$ cat config.mk
export PLATFORM = sky130hd
export DESIGN_NAME = div_unit_flat
export DESIGN_NICKNAME = d
export VERILOG_FILES = /design/src/rtl/div_unit_pkg.sv /design/src/rtl/div_unit_if.sv /design/src/rtl/div_unit.sv /design/src/flat_wrapper.sv
export SDC_FILE = /design/constraint.sdc
export NUM_CORES = 1
export LEC_CHECK = 0
export ABC_AREA = 1
export CAP_MARGIN = 20
export CORE_MARGIN = 1.5
export CORE_UTILIZATION = 30
export DETAILED_ROUTE_END_ITERATION = 7
export MAX_ROUTING_LAYER = met4
export SETUP_SLACK_MARGIN = 0.3
export SLEW_MARGIN = 25
export SYNTH_ARGS = -nofsm -noshare
export SYNTH_HDL_FRONTEND = slang
export SYNTH_SLANG_ARGS = --single-unit
$ cat constraint.sdc
create_clock -name clk -period 7.7 [get_ports clk]
set_input_delay 1.54 -clock clk [delete_from_list [all_inputs] [get_ports clk]]
set_output_delay 1.54 -clock clk [all_outputs]
set_load 0.03 [all_outputs]
$ cat src/rtl/div_unit_pkg.sv
// div_unit_pkg: shared definitions for the execute-stage divider.
//   - DIV_DATA_W    : default operand width
//   - ST_*          : divider FSM state encoding (2-bit, legacy-compatible)
//   - ALU_DIV/DIVU  : ALU control codes the decoder uses to derive
//                     start and signed_div for the divider
package div_unit_pkg;

  localparam int DIV_DATA_W = 32;

  // Divider FSM state encoding
  localparam logic [1:0] ST_IDLE = 2'b00;
  localparam logic [1:0] ST_ZERO = 2'b01;
  localparam logic [1:0] ST_BUSY = 2'b10;
  localparam logic [1:0] ST_DONE = 2'b11;

  // ALU control codes that select the divider
  localparam logic [4:0] ALU_DIV  = 5'b11010;
  localparam logic [4:0] ALU_DIVU = 5'b11011;

endpackage

$ cat src/rtl/div_unit_if.sv
// div_unit_if: pipeline <-> divider connection.
//   master : execute-stage pipeline side (drives start/operands, sees result)
//   slave  : divider side
//   start, signed_div, annul : request, DIV vs DIVU, E-stage flush
//   opa, opb                 : dividend / divisor
//   result                   : {HI = remainder, LO = quotient}
//   ready, div_stall         : result-valid pulse, stall request to hazard unit
interface div_unit_if #(parameter int DATA_W = 32);

  logic                  start;
  logic                  signed_div;
  logic                  annul;
  logic [DATA_W-1:0]     opa;
  logic [DATA_W-1:0]     opb;
  logic [2*DATA_W-1:0]   result;
  logic                  ready;
  logic                  div_stall;

  modport master (
    output start, signed_div, annul, opa, opb,
    input  result, ready, div_stall
  );

  modport slave (
    input  start, signed_div, annul, opa, opb,
    output result, ready, div_stall
  );

endinterface

$ cat src/rtl/div_unit.sv
// div_unit: iterative radix-2 restoring divider for DIV/DIVU.
//   clk, rst : clock, synchronous active-high reset
//   bus      : div_unit_if slave modport (start/signed_div/annul/opa/opb in,
//              result/ready/div_stall out)
// Signed operations divide magnitudes and fix the signs up on the last step.
// Divide-by-zero takes a short path returning {dividend, all-ones}.
module div_unit
  import div_unit_pkg::*;
#(
  parameter int DATA_W = DIV_DATA_W
) (
  input  logic        clk,
  input  logic        rst,
  div_unit_if.slave   bus
);

  localparam int CNT_W = $clog2(DATA_W) + 1;

  logic [1:0]          state_r;
  logic [1:0]          state_nxt_s;
  logic [DATA_W-1:0]   rem_r;
  logic [DATA_W-1:0]   quo_r;
  logic [DATA_W-1:0]   div_r;
  logic                neg_q_r;
  logic                neg_r_r;
  logic [CNT_W-1:0]    cnt_r;
  logic [2*DATA_W-1:0] result_r;
  logic                ready_r;

  logic                sign_a_s;
  logic                sign_b_s;
  logic                opb_zero_s;
  logic                last_step_s;
  logic [DATA_W+1:0]   trial_s;
  logic [DATA_W-1:0]   rem_step_s;
  logic [DATA_W-1:0]   quo_step_s;

  // Conditional two's complement; 0x80000000 stays as its unsigned magnitude.
  function automatic logic [DATA_W-1:0] abs_neg(input logic [DATA_W-1:0] v,
                                                input logic neg);
    logic [DATA_W-1:0] r;
    if (neg) begin
      r = ~v + {{(DATA_W-1){1'b0}}, 1'b1};
    end else begin
      r = v;
    end
    return r;
  endfunction

  assign sign_a_s    = bus.signed_div & bus.opa[DATA_W-1];
  assign sign_b_s    = bus.signed_div & bus.opb[DATA_W-1];
  assign opb_zero_s  = (bus.opb == {DATA_W{1'b0}});
  assign last_step_s = (cnt_r == CNT_W'(DATA_W - 1));

  // One restoring step. The shifted remainder needs DATA_W+1 bits, since
  // 2*rem+1 can exceed DATA_W bits when the divisor is large; the extra MSB
  // of trial_s is the borrow.
  always_comb begin
    trial_s = {1'b0, rem_r, quo_r[DATA_W-1]} - {2'b00, div_r};
    if (trial_s[DATA_W+1]) begin
      rem_step_s = {rem_r[DATA_W-2:0], quo_r[DATA_W-1]};
      quo_step_s = {quo_r[DATA_W-2:0], 1'b0};
    end else begin
      rem_step_s = trial_s[DATA_W-1:0];
      quo_step_s = {quo_r[DATA_W-2:0], 1'b1};
    end
  end

  // Next-state logic; annul overrides every state.
  always_comb begin
    state_nxt_s = state_r;
    if (bus.annul) begin
      state_nxt_s = ST_IDLE;
    end else begin
      case (state_r)
        ST_IDLE: begin
          if (bus.start) begin
            state_nxt_s = opb_zero_s ? ST_ZERO : ST_BUSY;
          end else begin
            state_nxt_s = ST_IDLE;
          end
        end
        ST_BUSY: state_nxt_s = last_step_s ? ST_DONE : ST_BUSY;
        ST_ZERO: state_nxt_s = ST_DONE;
        ST_DONE: state_nxt_s = ST_IDLE;
        default: state_nxt_s = ST_IDLE;
      endcase
    end
  end

  // State register
  always_ff @(posedge clk) begin
    if (rst) begin
      state_r <= ST_IDLE;
    end else begin
      state_r <= state_nxt_s;
    end
  end

  // Operand capture, iteration, result load and ready pulse
  always_ff @(posedge clk) begin
    if (rst) begin
      rem_r    <= {DATA_W{1'b0}};
      quo_r    <= {DATA_W{1'b0}};
      div_r    <= {DATA_W{1'b0}};
      neg_q_r  <= 1'b0;
      neg_r_r  <= 1'b0;
      cnt_r    <= {CNT_W{1'b0}};
      result_r <= {(2*DATA_W){1'b0}};
      ready_r  <= 1'b0;
    end else begin
      ready_r <= 1'b0;
      if (!bus.annul) begin
        case (state_r)
          ST_IDLE: begin
            if (bus.start) begin
              // rem_r carries the raw dividend into the divide-by-zero path.
              rem_r   <= opb_zero_s ? bus.opa : {DATA_W{1'b0}};
              quo_r   <= abs_neg(bus.opa, sign_a_s);
              div_r   <= abs_neg(bus.opb, sign_b_s);
              neg_q_r <= sign_a_s ^ sign_b_s;
              neg_r_r <= sign_a_s;
              cnt_r   <= {CNT_W{1'b0}};
            end
          end
          ST_BUSY: begin
            rem_r <= rem_step_s;
            quo_r <= quo_step_s;
            cnt_r <= cnt_r + CNT_W'(1);
            if (last_step_s) begin
              result_r <= {abs_neg(rem_step_s, neg_r_r),
                           abs_neg(quo_step_s, neg_q_r)};
              ready_r  <= 1'b1;
            end
          end
          ST_ZERO: begin
            result_r <= {rem_r, {DATA_W{1'b1}}};
            ready_r  <= 1'b1;
          end
          default: begin
          end
        endcase
      end
    end
  end

  assign bus.result    = result_r;
  assign bus.ready     = ready_r;
  // Released in DONE so the E stage advances in the same cycle ready pulses.
  assign bus.div_stall = bus.start & ~bus.annul & (state_r != ST_DONE);

endmodule

$ cat src/flat_wrapper.sv
// flat-port wrapper written by rule: the top's interface ports become plain ports
module div_unit_flat import div_unit_pkg::*;
#(
  parameter int DATA_W = DIV_DATA_W
)
  (clk, rst, bus_start, bus_signed_div, bus_annul, bus_opa, bus_opb, bus_result, bus_ready, bus_div_stall);
  div_unit_if #(.DATA_W(DATA_W)) bus_i ();
  input  logic clk;
  input  logic rst;
  input wire logic [$bits(bus_i.start)-1:0] bus_start;
  input wire logic [$bits(bus_i.signed_div)-1:0] bus_signed_div;
  input wire logic [$bits(bus_i.annul)-1:0] bus_annul;
  input wire logic [$bits(bus_i.opa)-1:0] bus_opa;
  input wire logic [$bits(bus_i.opb)-1:0] bus_opb;
  output wire logic [$bits(bus_i.result)-1:0] bus_result;
  output wire logic [$bits(bus_i.ready)-1:0] bus_ready;
  output wire logic [$bits(bus_i.div_stall)-1:0] bus_div_stall;
  assign bus_i.start = bus_start;
  assign bus_i.signed_div = bus_signed_div;
  assign bus_i.annul = bus_annul;
  assign bus_i.opa = bus_opa;
  assign bus_i.opb = bus_opb;
  assign bus_result = bus_i.result;
  assign bus_ready = bus_i.ready;
  assign bus_div_stall = bus_i.div_stall;
  div_unit #(.DATA_W(DATA_W)) u_core (.clk(clk), .rst(rst), .bus(bus_i));
endmodule
==> impl_results.md <==
- F_max: 198.2 MHz
- Starting Density: 30.62%
- Yosys warns: 0
- Inserted Diodes: 0
- Final #Nets: 2,386
- Netlist Area Pre-Place: 0.01328 mm²
- Num Clock Sinks: 171
- Routability Congestion: 0.9514
- Via density: 5.128
- First-pass GRT wire length: 78.20 mm
- Clock share of power: 27.8%
- Status: finished clean
- Syn Nets: 2,312
- PD cells: 197.4 mW/mm²
- Synth top area share: 25.79%
- Post-synth EDFFs: 0
- Cells after synthesis: 2,201
- Int Pwr: 1.766 mW
- Longest Clk Path Bufs: 2
- Worst clock skew: 0.01293 ns
- GRT Residual Overflow: 0
- Switching Fraction: 42.84%
- Post_cts resized: 0
- Final Hold Vio Count: 0
- CORE AREA: 0.04336 mm²
- Unrepaired setup endpoints after global routing: false
- Post-synth ARST share: 0%
- Fin crit share: 65.54%
- DP HPWL: 38.39 mm
- Global-route usage over all layers: 22.98%
- Die width: 213.4 µm
- Fin crit period: 5.046 ns
- Hold/Removal Path Class: flip-flop to flip-flop
- Post-Route WL: 49.94 mm
- Register area share after synthesis: 25.79%
- Number of port buffers: 134
- Logic pwr share: 41.0%
- I/O Pins: 135
- Post-CTS setup buffer count: 0
- DR WL/cell: 17.38 µm
- # Max-Cap Violations: 0
- Top FF cell, synth: dfxtp_1
- Largest net degree at the start of global routing: 70
- Critical path launch point type: flip-flop
- Setup Viol. Count Final: 0
- Worst path required time: 8.05 ns
- Worst-skew pair later-pin latency: 0.46 ns
- LEAKAGE: 7.101 nW
- Layout Cells excl Fill: 2,873
- H-tree Lvls: 4
- CP Class: flip-flop to flip-flop
- Sw Pwr: 1.324 mW
- Slew Limit Fails: 0
- CTS Root Cell: clkbuf_16
- Flops & latches, synth: 171
- Commonest cells after routing, fill and taps aside: 579 x nand2_1, 325 x inv_1, 173 x a21oi_1
- Most common cell after layout, fill and taps aside: nand2_1
- Post-synth cell types: 48
- Placed insts: 2,840
- Die ar.: 0.04552 mm²
- Data arrival time of the critical path: 5.40 ns
- Area growth syn-to-layout: 17.91%
- Die Ht: 213.4 µm
- Initial DRC count: 1,412
- Setup crit end kind: flip-flop
- CTS tree: built
- # rows: 76
- Number of global-route vias before repair: 14,169
- CTS Hold Buffers Added: 0
- Total power: 3.090 mW
- Core Util, Final: 36.10%
- Synth top area cells: dfxtp_1 26%, nand2_1 16%, inv_1 9.2%
- Post-DRT Antenna Nets: 0
- Crit Path Max Fanout: 44
- VDD IR max: 0.2008 mV
- Setup TNS: 0 ns
- Pre-Repair DR Iteration Count: 6
- Flop pwr share: 31.1%
- Vias post-DR: 14,733
- Share of post-route cells with drive strength above 1: 5.594%
- Relative slew slack: 40.67%
- Worst-margin pin slew: 0.8819 ns
- Synth Area per Inst: 6.031 µm²
- Num CTS Buffers: 17
- Yosys top cell by area: dfxtp_1
- Drc violations: 0
- Initial antenna violation count: 0
- CTS clk-pin slew, worst paths: 0.06 ns
- Fillers: 4,790
[power groups by stage]
stage / Clock [mW] / Sequential (mW) / Combinational, mW
after floorplan: 0 / 0.965 / 0.920
after global placement: 0 / 0.979 / 1.24
after global routing: 0.915 / 0.965 / 1.43
after detailed placement: 0 / 0.980 / 1.24
final: 0.860 / 0.962 / 1.27
after CTS: 0.874 / 0.960 / 1.25
[cells in the mapped netlist (all sizes together) (3+ instances only)]
cell type / instances
nor4: 10
a21oi: 177
and2: 5
o221ai: 17
o31ai: 4
ha: 41
nand4: 19
xnor2: 12
nand3b: 5
a211oi: 32
dfxtp: 171
clkbuf: 76
a31oi: 18
nor2: 175
or2: 4
inv: 334
a31o: 3
o211ai: 37
nand3: 149
o21ai: 189
buf: 18
nor3: 38
nand2: 606
clkinv: 4
xor2: 43
a221oi: 4
[worst max-delay path, cell delays in order (launching register included)]
cell	delay, ns
dfxtp_1	0.33
inv_1	0.07
ha_1	0.37
nand2_1	0.09
nand2_1	0.07
a21oi_1	0.22
o21ai_1	0.13
nor2_4	0.54
nand2_8	0.29
inv_2	0.36
ha_1	0.22
inv_1	0.05
nor3_1	0.24
nand3_1	0.16
nor2_1	0.16
nand3_1	0.13
nor3_1	0.33
nand3_1	0.19
nor3_2	0.25
nand4_1	0.18
nand2_1	0.14
o21ai_1	0.09
xor2_1	0.17
o21ai_1	0.11
inv_1	0.04
[area by class of cell]
class	count	area [µm²]	area share, %
Clock inverter	10	81.33	0.5196
Tap cell	585	732.0	4.676
Clock buffer	22	484.2	3.094
Multi-Input combinational cell	1598	8194	52.35
Sequential cell	171	3423	21.87
Timing Repair Buffer	149	1469	9.385
Inverter	338	1269	8.106
[per-stage QoR]
step                      hold WS [ns]  area, µm²  setup WS [ns]
after detailed placement        0.4413      15060          2.798
after CTS                       0.4525      15630          2.781
after global placement          0.4347      15060          2.787
after floorplan                 0.4221      13280          4.107
final                           0.4541      15650          2.654
after global routing            0.4647      15650          2.190
[cell families (layout without fill, tap and decap cells)]
family	Yosys count	in the layout	share of synthesized area, %
compound gates	488	488	21.14
simple gates	1013	1013	32.83
flops	171	171	25.79
xor+xnor	55	55	3.629
buf+inv	432	519	12.60
fa+ha+maj	42	42	4.015
[final timing paths]
path	startpoint	endpoint	slack [ns]	cells after the start
worst max-delay path	u_core.div_r[26]$_SDFFE_PP0P_	u_core.bus.result[30]$_SDFFE_PP0P_	2.65	24
worst min-delay path	u_core.cnt_r[5]$_SDFFE_PP0P_	u_core.cnt_r[5]$_SDFFE_PP0P_	0.45	1
worst max register to register	u_core.div_r[26]$_SDFFE_PP0P_	u_core.bus.result[30]$_SDFFE_PP0P_	2.65	24
worst min register to register	u_core.cnt_r[5]$_SDFFE_PP0P_	u_core.cnt_r[5]$_SDFFE_PP0P_	0.45	1
[flip-flops by register name, summed over array words and instances (netlist names)]
name and count:
u_core.state_r 2, u_core.rem_r 32, u_core.neg_r_r 1, u_core.bus.ready 1
u_core.quo_r 32, u_core.bus.result 64, u_core.cnt_r 6, u_core.div_r 32
u_core.neg_q_r 1
[per-layer routing]
layer,up-vias,wire (µm),global-route usage (%),share of wire [%]
met5,-,0,-,0
met4,0,1917,9.981,3.8
met1,6801,22090,28.92,44
met2,506,22780,36.17,46
li1,7329,-,-,-
met3,97,3150,3.925,6.3
(Power assumes the default switching activity.)
